$ cat src/rtl/rr_arb8x16_if.sv
// rr_arb8x16_if: request, data and grant bundle for the 8-way round-robin arbiter
interface rr_arb8x16_if #(parameter int WIDTH = 16);
  logic [7:0] req;
  logic [7:0] done;
  logic [WIDTH-1:0] i0, i1, i2, i3, i4, i5, i6, i7;
  logic [7:0] gnt;
  logic [2:0] owner;
  logic busy;
  logic [WIDTH-1:0] out;
  logic timeout;
  modport master (
    output req, done, i0, i1, i2, i3, i4, i5, i6, i7,
    input  gnt, owner, busy, out, timeout
  );
  modport slave (
    input  req, done, i0, i1, i2, i3, i4, i5, i6, i7,
    output gnt, owner, busy, out, timeout
  );
endinterface

$ cat src/rtl/rr_arb8x16.sv
// rr_arb8x16: round-robin arbiter sharing one OR-merged WIDTH-bit bus between 8 requesters.
// Define ARB_TIMEOUT_EN to force release after MAX_HOLD consecutive grant cycles.
module rr_arb8x16 #(
  parameter int WIDTH    = 16,
  parameter int MAX_HOLD = 16
) (
  input logic       clk,
  input logic       rst_n,
  rr_arb8x16_if.slave bus
);
  typedef enum logic {IDLE, GRANT} state_t;
  state_t state;
  logic [7:0] gnt;
  logic [2:0] owner, ptr, sel;
  logic busy, hit, rel, force_rel;
  logic [WIDTH-1:0] out, merged;
  logic [WIDTH-1:0] d [8];
  if (MAX_HOLD < 2 || MAX_HOLD > 255) begin : g_bad_hold
    $error("MAX_HOLD must be within 2..255");
  end
  always_comb begin
    d[0] = bus.i0;
    d[1] = bus.i1;
    d[2] = bus.i2;
    d[3] = bus.i3;
    d[4] = bus.i4;
    d[5] = bus.i5;
    d[6] = bus.i6;
    d[7] = bus.i7;
  end
  // the last owner sits at lowest priority: scan starts just above it
  assign ptr = owner + 3'd1;
  always_comb begin
    sel = ptr;
    hit = 1'b0;
    for (int k = 0; k < 8; k++)
      if (!hit && bus.req[ptr + 3'(k)]) begin
        sel = ptr + 3'(k);
        hit = 1'b1;
      end
  end
  always_comb begin
    merged = '0;
    for (int k = 0; k < 8; k++) merged |= {WIDTH{gnt[k]}} & d[k];
  end
  assign rel = !bus.req[owner] || bus.done[owner];
`ifdef ARB_TIMEOUT_EN
  logic [7:0] hold;
  logic timeout;
  assign force_rel = !rel && hold == 8'(MAX_HOLD - 1);
  assign bus.timeout = timeout;
`else
  assign force_rel = 1'b0;
  assign bus.timeout = 1'b0;
`endif
  always_ff @(posedge clk or negedge rst_n)
    if (!rst_n) begin
      state <= IDLE;
      gnt   <= '0;
      owner <= 3'd7;
      busy  <= 1'b0;
      out   <= '0;
`ifdef ARB_TIMEOUT_EN
      hold    <= '0;
      timeout <= 1'b0;
`endif
    end else begin
      out <= merged;
`ifdef ARB_TIMEOUT_EN
      timeout <= 1'b0;
`endif
      if (state == IDLE) begin
        if (hit) begin
          state <= GRANT;
          gnt   <= 8'd1 << sel;
          owner <= sel;
          busy  <= 1'b1;
`ifdef ARB_TIMEOUT_EN
          hold <= '0;
`endif
        end
      end else if (rel || force_rel) begin
        state <= IDLE;
        gnt   <= '0;
        busy  <= 1'b0;
`ifdef ARB_TIMEOUT_EN
        timeout <= force_rel;
`endif
      end else begin
`ifdef ARB_TIMEOUT_EN
        hold <= hold + 8'd1;
`endif
      end
    end
  assign bus.gnt   = gnt;
  assign bus.owner = owner;
  assign bus.busy  = busy;
  assign bus.out   = out;
  a_onehot_gnt: assert property (@(posedge clk) disable iff (!rst_n) $onehot0(gnt));
endmodule

$ cat src/flat_wrapper.sv
// flat-port wrapper written by rule: the top's interface ports become plain ports
module rr_arb8x16_flat 
#(
  parameter int WIDTH    = 16,
  parameter int MAX_HOLD = 16
)
  (clk, rst_n, bus_req, bus_done, bus_i0, bus_i1, bus_i2, bus_i3, bus_i4, bus_i5, bus_i6, bus_i7, bus_gnt, bus_owner, bus_busy, bus_out, bus_timeout);
  rr_arb8x16_if #(.WIDTH(WIDTH)) bus_i ();
  input logic clk;
  input logic rst_n;
  input wire logic [$bits(bus_i.req)-1:0] bus_req;
  input wire logic [$bits(bus_i.done)-1:0] bus_done;
  input wire logic [$bits(bus_i.i0)-1:0] bus_i0;
  input wire logic [$bits(bus_i.i1)-1:0] bus_i1;
  input wire logic [$bits(bus_i.i2)-1:0] bus_i2;
  input wire logic [$bits(bus_i.i3)-1:0] bus_i3;
  input wire logic [$bits(bus_i.i4)-1:0] bus_i4;
  input wire logic [$bits(bus_i.i5)-1:0] bus_i5;
  input wire logic [$bits(bus_i.i6)-1:0] bus_i6;
  input wire logic [$bits(bus_i.i7)-1:0] bus_i7;
  output wire logic [$bits(bus_i.gnt)-1:0] bus_gnt;
  output wire logic [$bits(bus_i.owner)-1:0] bus_owner;
  output wire logic [$bits(bus_i.busy)-1:0] bus_busy;
  output wire logic [$bits(bus_i.out)-1:0] bus_out;
  output wire logic [$bits(bus_i.timeout)-1:0] bus_timeout;
  assign bus_i.req = bus_req;
  assign bus_i.done = bus_done;
  assign bus_i.i0 = bus_i0;
  assign bus_i.i1 = bus_i1;
  assign bus_i.i2 = bus_i2;
  assign bus_i.i3 = bus_i3;
  assign bus_i.i4 = bus_i4;
  assign bus_i.i5 = bus_i5;
  assign bus_i.i6 = bus_i6;
  assign bus_i.i7 = bus_i7;
  assign bus_gnt = bus_i.gnt;
  assign bus_owner = bus_i.owner;
  assign bus_busy = bus_i.busy;
  assign bus_out = bus_i.out;
  assign bus_timeout = bus_i.timeout;
  rr_arb8x16 #(.WIDTH(WIDTH), .MAX_HOLD(MAX_HOLD)) u_core (.clk(clk), .rst_n(rst_n), .bus(bus_i));
endmodule
$ cat config.mk
export PLATFORM = sky130hd
export DESIGN_NAME = rr_arb8x16_flat
export DESIGN_NICKNAME = d
export VERILOG_FILES = /design/src/rtl/rr_arb8x16_if.sv /design/src/rtl/rr_arb8x16.sv /design/src/flat_wrapper.sv
export SDC_FILE = /design/constraint.sdc
export NUM_CORES = 1
export LEC_CHECK = 0
export BUFFER_PORTS_ARGS = -buffer_cell sky130_fd_sc_hd__buf_2
export CAP_MARGIN = 30
export CORE_ASPECT_RATIO = 0.7
export CORE_UTILIZATION = 44
export DETAILED_ROUTE_END_ITERATION = 16
export PLACE_DENSITY = 0.82
export RECOVER_POWER = 25
export SYNTH_ARGS = -nofsm -noshare
export SYNTH_HDL_FRONTEND = slang
export SYNTH_SLANG_ARGS = --single-unit
$ cat constraint.sdc
create_clock -name clk -period 4.73 [get_ports clk]
set_input_delay 0.2365 -clock clk [delete_from_list [all_inputs] [get_ports clk]]
set_output_delay 0.2365 -clock clk [all_outputs]
set_load 0.005 [all_outputs]
==> summary.json, run 1 <==
{
  "synthesis": {
    "ys.warnings.count": 0,
    "synth_async_sr_flop_share_pct": 100,
    "synth-edff-count": 0,
    "synth_ff_type": "sky130_fd_sc_hd__dfrtp_1",
    "post_synth.cell_area_avg_um2": 9.51,
    "postSynthRegisterBits": 29,
    "mappedNetlistNets": 439,
    "synth.yosys.seq_area_share_pct": 26.4,
    "ys_types": 62,
    "synthCells": 291,
    "syn_area_um2": 2770
  },
  "hold_path": {
    "type_of_the_worst_min_delay_path": "in -> reg"
  },
  "clock_network": {
    "worst_setup_hold_path_clk_slew_ps": 70,
    "worstSkewPairLatency_ps": 290,
    "htree_num_levels": 2,
    "tritoncts": "built",
    "cts.repair_timing.setup_buffer_count": 0,
    "clock-sinks": 29,
    "clk_path_buf_depth": 2,
    "cell_at_the_root_of_the_clock_tree": "sky130_fd_sc_hd__clkbuf_8",
    "post_cts_repair_resize_count": 0,
    "cts_made_buffers": 5
  },
  "critical_path": {
    "worst-r2r-setup-slack_ps": 520,
    "cp_data_arrival_time_ps": 4380,
    "crit_fanout": 18,
    "crit_path_start_kind": "register",
    "worst_ep_required_time_ps": 4900,
    "worst_setup_path_end_kind": "register",
    "crit_type": "reg -> reg"
  },
  "power_and_ir_drop": {
    "p_per_area_nw_per_um2": 803,
    "power.static_leakage_uw": 0.00171,
    "worst_ir_drop_on_vdd_uv": 613,
    "power_total_uw": 2990
  },
  "global_routing": {
    "global_router_s_overall_resource_usage_pct": 29.4,
    "number_of_global_route_vias_before_repair": 2958,
    "grt_first_pass_wirelength_um": 15100,
    "overflow_after_grt": 0,
    "grt_start_max_net_pins": 30,
    "grt_antenna_before_repair": 0
  },
  "placement": {
    "postPlaceCellArea_um2": 3610,
    "place_hpwl_um": 8250,
    "place_congestion": 1.02,
    "port_buffer_count": 173,
    "post-place-cells": 514
  },
  "status": {
    "violated_checks": "capacitance limit, slew limit",
    "status": "finished with violations"
  },
  "die": {
    "floorplan.die.height_um": 68.3,
    "row_count": 23,
    "initial_utilization_pct": 46.9,
    "area_of_the_core_um2": 5900,
    "ioPinCount": 175,
    "die_area_um2": 6610,
    "die_w_um": 96.8
  },
  "cells_and_area": {
    "final_layout_size_suffix_gt1_share_pct": 45.1,
    "most-common-layout-cells": "sky130_fd_sc_hd__buf_2, sky130_fd_sc_hd__a22oi_1, sky130_fd_sc_hd__dfrtp_1, sky130_fd_sc_hd__nand2_1, sky130_fd_sc_hd__nand4_1",
    "finalNetCount": 595,
    "final_design_area_no_fill_um2": 3720,
    "antennaDiodeCount": 0,
    "layout_commonest_cell": "sky130_fd_sc_hd__buf_2",
    "post_layout_nonfiller_instances": 523,
    "utilization_pct": 63.1,
    "flow.area_growth_from_synthesis_pct": 34.6
  },
  "timing": {
    "rsz0062_at_grt": "no",
    "max_freq_ghz": 0.237,
    "hold_viol_final": 0,
    "fin_worst_skew_ps": 11.7,
    "worstMarginPinSlew_ps": 1580,
    "tns_ps": 0,
    "post-route-min-period_ps": 4210,
    "setup_viol": 0,
    "min_period_over_period_pct": 89.1,
    "relSlewSlack_pct": -5.10,
    "slew_violations": 30
  },
  "run": {
    "max_cap_violations": 1
  },
  "drt": {
    "avgRoutedWirePerCell_um": 20.4,
    "first_iter_violations": 347,
    "ant_nets": 0,
    "drt-pass1-iter-count": 5,
    "routed_via_density": 6.54,
    "via_count": 3423,
    "route.detailed.drc": 0,
    "finalWirelength_um": 10700
  }
}
[final timing paths]
check,from,endpoint,cells after the start
max,u_core.bus.owner[0],u_core.bus.gnt[2],10
min,bus_i7[2],u_core.bus.out[2],3
max reg2reg,u_core.bus.owner[0],u_core.bus.gnt[2],10
min reg2reg,u_core.bus.busy,u_core.bus.busy,2
max in group asynchronous,rst_n,u_core.bus.out[14],2
min in group asynchronous,rst_n,u_core.bus.busy,2
[state kept, by name, indices dropped and copies added, names as in the netlist]
register          count
u_core.bus.owner      3
u_core.bus.out       16
u_core.bus.gnt        8
u_core.state          1
u_core.bus.busy       1
[cell type report]
class                      instances  area [um2]
timing repair buffer             176         873
sequential                        29         729
clock inverter                     1        30.0
tap                               75        93.8
multi-input combinational        230        1890
inverter                           5        18.8
fill                             514        2180
clock buffer                       7        86.3
[through the flow]
stage	hold WS, ps	setup WS, ps
floorplan	-59.1	958
global placement	298	794
detailed placement	309	626
CTS	177	564
global route	190	370
finish	182	515
[cells in the mapped netlist, types with 2 or more instances]
library cell / number / area (um2)
sky130_fd_sc_hd__clkbuf_1: 20 / 75.1
sky130_fd_sc_hd__a31o_2: 2 / 17.5
sky130_fd_sc_hd__a32o_1: 4 / 40.0
sky130_fd_sc_hd__o221ai_1: 2 / 17.5
sky130_fd_sc_hd__nor3_1: 3 / 15.0
sky130_fd_sc_hd__a21o_1: 2 / 15.0
sky130_fd_sc_hd__a21boi_0: 2 / 15.0
sky130_fd_sc_hd__nor2_2: 2 / 12.5
sky130_fd_sc_hd__mux4_2: 10 / 225
sky130_fd_sc_hd__nand2b_1: 9 / 56.3
sky130_fd_sc_hd__xor3_1: 2 / 47.6
sky130_fd_sc_hd__nand4_1: 17 / 106
sky130_fd_sc_hd__o31ai_1: 4 / 30.0
sky130_fd_sc_hd__buf_4: 2 / 15.0
sky130_fd_sc_hd__a21oi_1: 3 / 15.0
sky130_fd_sc_hd__nor2_1: 14 / 52.6
sky130_fd_sc_hd__mux2i_1: 7 / 70.1
sky130_fd_sc_hd__dfrtp_1: 26 / 651
sky130_fd_sc_hd__mux2_2: 2 / 22.5
sky130_fd_sc_hd__dfstp_2: 3 / 78.8
sky130_fd_sc_hd__a221oi_4: 2 / 52.6
sky130_fd_sc_hd__xnor2_1: 2 / 17.5
sky130_fd_sc_hd__o211a_1: 2 / 20.0
sky130_fd_sc_hd__o21ai_0: 3 / 15.0
sky130_fd_sc_hd__o32ai_1: 3 / 26.3
sky130_fd_sc_hd__nand2_1: 24 / 90.1
sky130_fd_sc_hd__o211ai_1: 5 / 37.5
sky130_fd_sc_hd__o22ai_1: 2 / 12.5
sky130_fd_sc_hd__mux2_1: 4 / 45.0
sky130_fd_sc_hd__ha_1: 2 / 25.0
sky130_fd_sc_hd__inv_1: 4 / 15.0
sky130_fd_sc_hd__o21ai_1: 3 / 15.0
sky130_fd_sc_hd__and2_1: 2 / 12.5
sky130_fd_sc_hd__buf_6: 2 / 22.5
sky130_fd_sc_hd__buf_2: 3 / 15.0
sky130_fd_sc_hd__a22oi_1: 64 / 480
sky130_fd_sc_hd__a32oi_1: 2 / 17.5
sky130_fd_sc_hd__nor3b_2: 2 / 25.0
[power breakdown]
| part | internal (uW) | leakage [uW] | total, uW | switching (uW) |
|---|---|---|---|---|
| clock network | 172 | 0.0000585 | 268 | 96.7 |
| logic | 945 | 0.00128 | 2230 | 1290 |
| registers | 362 | 0.000368 | 491 | 129 |
[per-layer routing]
layer	wire, um	GRT usage (%)
met1	4140	39.7
met2	5110	46.7
met3	1130	6.54
met4	282	11.6
met5	0	0
[cells by family after synthesis]
kind of cell | synth area share, %
mux | 13.7
flops | 26.4
xor+xnor | 3.48
buf+inv | 5.29
fa+ha+maj | 0.904
other cells | 0.136
simple gates | 17.1
compound gates | 33.1
[worst max-delay path: stages (launching register included)]
cell	delay (ps)
sky130_fd_sc_hd__dfstp_2	540
sky130_fd_sc_hd__inv_2	70
sky130_fd_sc_hd__ha_1	740
sky130_fd_sc_hd__mux2_1	430
sky130_fd_sc_hd__mux2i_1	520
sky130_fd_sc_hd__a221oi_4	220
sky130_fd_sc_hd__nor2_2	240
sky130_fd_sc_hd__nand4b_1	230
sky130_fd_sc_hd__o311ai_2	400
sky130_fd_sc_hd__mux2_2	420
sky130_fd_sc_hd__a32o_1	280
[what timing repair did]
item,in CTS,in global routing
setup endpoints to repair,0,0
endpoints found under the hold margin,7,0
hold buffers,1,0
Note: power is estimated with default switching activity, not from simulation.
==> run 2, diff against run 1 <==
Settings changed: CORE_UTILIZATION 44 to 45, CTS_BUF_LIST set to sky130_fd_sc_hd__clkbuf_2, PLACE_DENSITY 0.82 to 0.84.
==> run 2 against run 1 <==
  * The run still ends with capacitance limit, slew limit left
  * Setup slack better by 160 ps
  * Critical path depth unchanged
  * Clock-buffer cell count down 2
  * Clock power down 56%
  * Power down 6.0%
  * Cell count unchanged
  * Critical endpoint is now u_core.bus.gnt[6]
  * Die area down 2.2%
  * Via count down 4.7%
  * Global-route usage about the same
  * Sequential power down 2%
  * Non-clock buffer count unchanged
  * First-iteration DRC count up 4.9%
==> summary.json, run 2 (synthesis gave the netlist of run 1 again) <==
{
  "timing": {
    "fin_worst_skew": {"value": 11.4, "unit": "ps", "change": "-0.245 ps"},
    "min_period_over_period": {"value": 85.8, "unit": "%", "change": "-3.3 points"},
    "tns": {"value": 0, "unit": "ps", "change": "unchanged"},
    "post-route-min-period": {"value": 4060, "unit": "ps", "change": "-156 ps"},
    "rsz0062_at_grt": "no",
    "worstMarginPinSlew": {"value": 1510, "unit": "ps", "change": "-63.2 ps"},
    "slew_violations": {"value": 30, "change": "unchanged"},
    "hold_viol_final": {"value": 0, "change": "unchanged"},
    "max_freq": {"value": 0.246, "unit": "GHz", "change": "+3.8%"},
    "relSlewSlack": {"value": -0.883, "unit": "%", "change": "+4.2 points"},
    "setup_viol": {"value": 0, "change": "unchanged"},
    "hold-worst-slack": {"value": 96.6, "unit": "ps", "change": "-85.9 ps"}
  },
  "hold_path": {
    "type_of_the_worst_min_delay_path": "in -> reg"
  },
  "drt": {
    "route.detailed.drc": {"value": 0, "change": "unchanged"},
    "routed_via_density": {"value": 6.24, "change": "-4.7%"},
    "via_count": {"value": 3263, "change": "-4.7%"},
    "first_iter_violations": {"value": 364, "change": "+4.9%"},
    "drt-pass1-iter-count": {"value": 5, "change": "unchanged"},
    "avgRoutedWirePerCell": {"value": 19.6, "unit": "um", "change": "-4.0%"},
    "finalWirelength": {"value": 10200, "unit": "um", "change": "-4.0%"},
    "ant_nets": {"value": 0, "change": "unchanged"}
  },
  "critical_path": {
    "crit_path_start_kind": "register",
    "cpPeakStageDelay": {"value": 760, "unit": "ps", "change": "+20 ps"},
    "crit_type": "reg -> reg",
    "crit_fanout": {"value": 18, "change": "unchanged"},
    "worstPathCellList": "inv_2 > ha_1 > mux4_2 > mux2_2 > a2111oi_2 > a32o_2 > o21ai_0 > o311ai_2 > mux2_2 > a32o_1",
    "worst_setup_path_end_kind": "register",
    "cp_data_arrival_time": {"value": 4320, "unit": "ps", "change": "-60 ps"},
    "worst_ep_required_time": {"value": 4990, "unit": "ps", "change": "+90 ps"},
    "crit_top_cell": "sky130_fd_sc_hd__mux2_2",
    "worst_path_max_delay_cell": "sky130_fd_sc_hd__ha_1"
  },
  "cells_and_area": {
    "biggest_regs": "u_core.bus.out: 16 flops, u_core.bus.gnt: 8 flops, u_core.bus.owner: 3 flops",
    "most-common-layout-cells": "sky130_fd_sc_hd__buf_2, sky130_fd_sc_hd__a22oi_1, sky130_fd_sc_hd__dfrtp_1, sky130_fd_sc_hd__nand2_1, sky130_fd_sc_hd__nand4_1",
    "final_layout_size_suffix_gt1_share": {"value": 47.8, "unit": "%", "change": "+2.7 points"},
    "layout_commonest_cell": "sky130_fd_sc_hd__buf_2",
    "finalNetCount": {"value": 595, "change": "unchanged"},
    "utilization": {"value": 63.0, "unit": "%", "change": "-0.14 points"},
    "largest_register_ff_count": {"value": 16, "change": "unchanged"},
    "flow.area_growth_from_synthesis_pct": 32.3,
    "antennaDiodeCount": {"value": 0, "change": "unchanged"},
    "largest_register": "u_core.bus.out"
  },
  "placement": {
    "place_congestion": {"value": 0.959, "change": "-5.6%"},
    "port_buffer_count": {"value": 173, "change": "unchanged"},
    "place_hpwl": {"value": 7880, "unit": "um", "change": "-4.6%"}
  },
  "run": {
    "max_cap_violations": {"value": 1, "change": "unchanged"}
  },
  "global_routing": {
    "grt_first_pass_wirelength": {"value": 14200, "unit": "um", "change": "-5.7%"},
    "overflow_after_grt": {"value": 0, "change": "unchanged"},
    "number_of_global_route_vias_before_repair": {"value": 2783, "change": "-5.9%"},
    "global_router_s_overall_resource_usage": {"value": 29.5, "unit": "%", "change": "+0.042 points"},
    "grt_antenna_before_repair": {"value": 0, "change": "unchanged"},
    "grt_start_max_net_pins": {"value": 30, "change": "unchanged"}
  },
  "power_and_ir_drop": {
    "power_total": {"value": 2810, "unit": "uW", "change": "-6.0%"},
    "worst_ir_drop_on_vdd": {"value": 514, "unit": "uV", "change": "-16%"},
    "power.static_leakage": {"value": 0.00172, "unit": "uW", "change": "+0.89%"},
    "p_per_area": {"value": 768, "unit": "nW/um2", "change": "-4.4%"}
  },
  "die": {
    "die_w": {"value": 95.7, "unit": "um", "change": "-1.1%"},
    "row_count": {"value": 23, "change": "unchanged"},
    "floorplan.die.height": {"value": 67.6, "unit": "um", "change": "-1.1%"},
    "area_of_the_core": {"value": 5810, "unit": "um2", "change": "-1.5%"},
    "ioPinCount": {"value": 175, "change": "unchanged"},
    "die_area": {"value": 6470, "unit": "um2", "change": "-2.2%"},
    "initial_utilization": {"value": 47.6, "unit": "%", "change": "+0.70 points"}
  },
  "clock_network": {
    "cell_at_the_root_of_the_clock_tree": "sky130_fd_sc_hd__clkbuf_2",
    "clock-sinks": {"value": 29, "change": "unchanged"},
    "clk_path_buf_depth": {"value": 2, "change": "unchanged"},
    "cts-hold-fix-buffers": {"value": 1, "change": "unchanged"},
    "worst_setup_hold_path_clk_slew": {"value": 150, "unit": "ps", "change": "+80 ps"},
    "worstSkewPairLatency": {"value": 360, "unit": "ps", "change": "+70 ps"},
    "post_cts_repair_resize_count": {"value": 0, "change": "unchanged"},
    "htree_num_levels": {"value": 2, "change": "unchanged"},
    "cts.repair_timing.setup_buffer_count": {"value": 0, "change": "unchanged"},
    "tritoncts": "built",
    "cts_made_buffers": {"value": 5, "change": "unchanged"}
  },
  "status": {
    "violated_checks": "capacitance limit, slew limit",
    "status": "finished with violations"
  }
}
==> run 2: cell types whose count changed in the layout (fill, tap and decap cells not counted), moves of 2 or more <==
cell,previous run,this run
sky130_fd_sc_hd__buf_2,159,172
sky130_fd_sc_hd__clkbuf_1,15,1
sky130_fd_sc_hd__clkbuf_2,0,5
sky130_fd_sc_hd__clkbuf_8,6,0
sky130_fd_sc_hd__clkinv_1,0,2
==> run 2: cell type report <==
cell class	instances	area, um2
Fill cell	475	2150
Timing Repair Buffer	176	890
Tap cell	75	93.8
Clock inverter	3	12.5
Clock buffer	5	25.0
Sequential cell	29	729
Inverter	5	18.8
Multi-Input combinational cell	230	1890
==> run 2: power breakdown <==
| group | internal [uW] | leakage (uW) | switching, uW |
|---|---|---|---|
| Sequential | 360 | 0.000368 | 123 |
| Combinational | 958 | 0.00133 | 1250 |
| Clock | 32.3 | 0.0000278 | 86.1 |
| Total | 1350 | 0.00172 | 1460 |
==> run 2: worst paths after layout <==
check	slack, ps	cells past startpoint	from	endpoint
min reg2reg	510	2	u_core.bus.busy	u_core.bus.busy
max in group asynchronous	3090	2	rst_n	u_core.bus.out[9]
min	100	3	bus_i7[2]	u_core.bus.out[2]
min in group asynchronous	750	2	rst_n	u_core.bus.busy
max	670	10	u_core.bus.owner[0]	u_core.bus.gnt[6]
max reg2reg	670	10	u_core.bus.owner[0]	u_core.bus.gnt[6]
==> run 2: metrics by stage <==
| stage | instances | worst slack (ps) | cell area, um2 |
|---|---|---|---|
| final | 523 | 671 | 3660 |
| after CTS | 523 | 675 | 3660 |
| after detailed placement | 514 | 712 | 3610 |
| after global routing | 523 | 448 | 3660 |
| after global placement | 514 | 796 | 3610 |
| after floorplan | 291 | 958 | 2770 |
==> run 2: layer usage <==
layer	vias to the layer above	routed length [um]	GRT usage, %
li1	1487	-	-
met1	1503	4020	41.7
met2	245	4810	46.2
met3	28	1220	5.41
met4	0	186	8.21
met5	-	0	0
==> run 2: worst max-delay path: cells and delay by family (launching register included) <==
family | cells | cell delay (ps)
DFF | 1 | 560
AOI/OAI and AO/OA | 5 | 1100
adders and majority gates | 1 | 760
muxes | 3 | 1450
buffers and inverters | 1 | 70
==> run 3, diff against run 2 <==
Settings changed: GPL_TIMING_DRIVEN set to 0.
==> run 3 against run 2 <==
  * The run still ends with capacitance limit, slew limit left
  * Clock-buffer cell count up 1
  * Via count up 7.2%
  * Final area increased by 3.1%
  * Register-to-register slack lost 180 ps
  * Largest cell class unchanged
==> summary.json, run 3 (synthesis gave the netlist of run 1 again) <==
{
  "cells_and_area": {
    "antennaDiodeCount": {"value": 0, "change": "unchanged"},
    "n_fill_cell": {"value": 516, "change": "+8.6%"},
    "final_layout_size_suffix_gt1_share": {"value": 46.7, "unit": "%", "change": "-1.0 points"},
    "post_layout_nonfiller_instances": {"value": 548, "change": "+4.8%"},
    "flow.area_growth_from_synthesis_pct": 36.5,
    "layout_commonest_cell": "sky130_fd_sc_hd__buf_2",
    "finalNetCount": {"value": 620, "change": "+4.2%"},
    "largest_register": "u_core.bus.out",
    "final_design_area_no_fill": {"value": 3770, "unit": "um2", "change": "+3.1%"},
    "most-common-layout-cells": "sky130_fd_sc_hd__buf_2, sky130_fd_sc_hd__a22oi_1, sky130_fd_sc_hd__dfrtp_1, sky130_fd_sc_hd__nand2_1, sky130_fd_sc_hd__clkbuf_1",
    "largest_register_ff_count": {"value": 16, "change": "unchanged"},
    "biggest_regs": "u_core.bus.out: 16 flops, u_core.bus.gnt: 8 flops, u_core.bus.owner: 3 flops",
    "area.sequential": {"value": 729, "unit": "um2", "change": "unchanged"},
    "multiInputGateArea": {"value": 1890, "unit": "um2", "change": "unchanged"}
  },
  "timing": {
    "worstMarginPinSlew": {"value": 1690, "unit": "ps", "change": "+173 ps"},
    "slew_violations": {"value": 30, "change": "unchanged"},
    "post-route-min-period": {"value": 4240, "unit": "ps", "change": "+184 ps"},
    "setup_viol": {"value": 0, "change": "unchanged"},
    "fin_worst_skew": {"value": 32.9, "unit": "ps", "change": "+21.5 ps"},
    "tns": {"value": 0, "unit": "ps", "change": "unchanged"},
    "relSlewSlack": {"value": -12.4, "unit": "%", "change": "-12 points"},
    "rsz0062_at_grt": "no",
    "min_period_over_period": {"value": 89.7, "unit": "%", "change": "+3.9 points"},
    "max_freq": {"value": 0.236, "unit": "GHz", "change": "-4.3%"},
    "hold_viol_final": {"value": 0, "change": "unchanged"}
  },
  "global_routing": {
    "number_of_global_route_vias_before_repair": {"value": 2973, "change": "+6.8%"},
    "global_router_s_overall_resource_usage": {"value": 31.4, "unit": "%", "change": "+1.9 points"},
    "overflow_after_grt": {"value": 0, "change": "unchanged"},
    "grt_start_max_net_pins": {"value": 30, "change": "unchanged"},
    "grt_first_pass_wirelength": {"value": 15100, "unit": "um", "change": "+6.2%"},
    "grt_antenna_before_repair": {"value": 0, "change": "unchanged"}
  },
  "critical_path": {
    "worst_path_max_delay_cell": "sky130_fd_sc_hd__dfstp_2",
    "cp-endpoint": "u_core.bus.gnt[2]",
    "r2r.worst_path.cells": {"value": 14, "change": "+4"},
    "crit_fanout": {"value": 10, "change": "-8"},
    "worst_ep_required_time": {"value": 4990, "unit": "ps", "change": "about the same"},
    "worstPathCellList": "buf_6 > buf_2 > inv_2 > ha_1 > buf_6 > buf_2 > mux4_2 > and2_1 > a21oi_1 > nor3b_2 > o21ai_0 > o311ai_2 > mux2_2 > a32o_1",
    "crit_type": "reg -> reg",
    "crit_start": "u_core.bus.owner[0]",
    "timing.rr.end": "u_core.bus.gnt[2]",
    "crit_path_start_kind": "register",
    "worst_setup_path_end_kind": "register",
    "worst-r2r-setup-slack": {"value": 490, "unit": "ps", "change": "-180 ps"},
    "cp_data_arrival_time": {"value": 4500, "unit": "ps", "change": "+180 ps"},
    "cpPeakStageDelay": {"value": 580, "unit": "ps", "change": "-180 ps"},
    "regToRegStartpoint": "u_core.bus.owner[0]"
  },
  "run": {
    "max_cap_violations": {"value": 1, "change": "unchanged"}
  },
  "die": {
    "row_count": {"value": 23, "change": "unchanged"},
    "initial_utilization": {"value": 47.6, "unit": "%", "change": "unchanged"},
    "ioPinCount": {"value": 175, "change": "unchanged"},
    "die_w": {"value": 95.7, "unit": "um", "change": "unchanged"},
    "die_area": {"value": 6470, "unit": "um2", "change": "unchanged"},
    "area_of_the_core": {"value": 5810, "unit": "um2", "change": "unchanged"},
    "floorplan.die.height": {"value": 67.6, "unit": "um", "change": "unchanged"}
  },
  "clock_network": {
    "clock-sinks": {"value": 29, "change": "unchanged"},
    "cts_made_buffers": {"value": 5, "change": "unchanged"},
    "worst_setup_hold_path_clk_slew": {"value": 180, "unit": "ps", "change": "+30 ps"},
    "cts.repair_timing.setup_buffer_count": {"value": 0, "change": "unchanged"},
    "worstSkewPairLatency": {"value": 380, "unit": "ps", "change": "+20 ps"},
    "tritoncts": "built",
    "cell_at_the_root_of_the_clock_tree": "sky130_fd_sc_hd__clkbuf_2",
    "htree_num_levels": {"value": 2, "change": "unchanged"},
    "clk_path_buf_depth": {"value": 2, "change": "unchanged"},
    "post_cts_repair_resize_count": {"value": 0, "change": "unchanged"},
    "cts-hold-fix-buffers": {"value": 1, "change": "unchanged"}
  },
  "placement": {
    "postPlaceCellArea": {"value": 3730, "unit": "um2", "change": "+3.1%"},
    "place_hpwl": {"value": 8680, "unit": "um", "change": "+10%"},
    "place_congestion": {"value": 0.930, "change": "-3.0%"},
    "port_buffer_count": {"value": 173, "change": "unchanged"},
    "post-place-cells": {"value": 539, "change": "+4.9%"}
  },
  "drt": {
    "ant_nets": {"value": 0, "change": "unchanged"},
    "drt-pass1-iter-count": {"value": 7, "change": "+2"},
    "dr_wl_met2": {"value": 5240, "unit": "um", "change": "+8.9%"},
    "route.top_layer_used": "met4",
    "via_count": {"value": 3499, "change": "+7.2%"},
    "routed-wl-met3": {"value": 1310, "unit": "um", "change": "+7.1%"},
    "finalWirelength": {"value": 11000, "unit": "um", "change": "+7.6%"},
    "met1_length": {"value": 4310, "unit": "um", "change": "+7.2%"},
    "avgRoutedWirePerCell": {"value": 20.1, "unit": "um", "change": "+2.7%"},
    "routed_via_density": {"value": 6.39, "change": "+2.3%"},
    "route.detailed.drc": {"value": 0, "change": "unchanged"},
    "first_iter_violations": {"value": 443, "change": "+22%"}
  },
  "status": {
    "violated_checks": "capacitance limit, slew limit",
    "status": "finished with violations"
  },
  "power_and_ir_drop": {
    "power.static_leakage": {"value": 0.00178, "unit": "uW", "change": "+3.1%"},
    "p_per_area": {"value": 762, "unit": "nW/um2", "change": "-0.71%"},
    "worst_ir_drop_on_vdd": {"value": 443, "unit": "uV", "change": "-14%"}
  },
  "hold_path": {
    "type_of_the_worst_min_delay_path": "in -> reg"
  }
}
## run 3: cell types whose count changed in the layout (fill, tap and decap cells not counted), sizes merged
cell / delta
buf: +5
clkbuf: +21
clkinv: -1
## run 3: worst min path at each step
stage                   start           endpoint  slack, ps  depth (start not counted)
finish              bus_i6[1]  u_core.bus.out[1]         80                          3
floorplan               rst_n    u_core.bus.busy        -60                          0
global placement        rst_n  u_core.bus.out[6]        280                          1
detailed placement      rst_n  u_core.bus.out[6]        310                          1
global route        bus_i6[0]  u_core.bus.out[0]         80                          3
CTS                 bus_i6[0]  u_core.bus.out[0]         80                          3
## run 3: where the power goes
group	internal (uW)	leakage, uW	switching (uW)
Sequential	360	0.000368	48.4
Clock	37.1	0.0000327	92.9
Combinational	988	0.00138	1350
Total	1390	0.00178	1490
## run 3: layer usage
layer / GRT usage (%) / vias to the layer above
met2: 47.9 / 261
met1: 43.2 / 1672
li1: - / 1538
met3: 7.88 / 28
met5: 0 / -
met4: 11.0 / 0
## run 3: layout make-up
| type | instances | area share [%] |
|---|---|---|
| timing repair buffer | 174 | 23.2 |
| buffer | 27 | 3.38 |
| clock buffer | 6 | 0.795 |
| tap | 75 | 2.49 |
| multi-input combinational | 230 | 50.1 |
| sequential | 29 | 19.3 |
| inverter | 5 | 0.497 |
| clock inverter | 2 | 0.265 |
## run 3: critical path, delay by kind of cell, from the launching register on
kind	cells	cell delay, ps
compound gates	4	800
fa+ha+maj	1	310
buf+inv	5	950
flops	1	580
mux	2	860
simple gates	2	630
## run 3: metrics by stage
step	power, uW	worst slack, ps	hold WS, ps	utilization [%]
after floorplan	2120	958	-59.1	-
after global placement	2630	517	279	64.1
after detailed placement	2690	508	312	64.1
after CTS	2820	492	77.6	65.0
after global routing	3080	290	80.0	64.9
final	2880	487	79.7	64.9
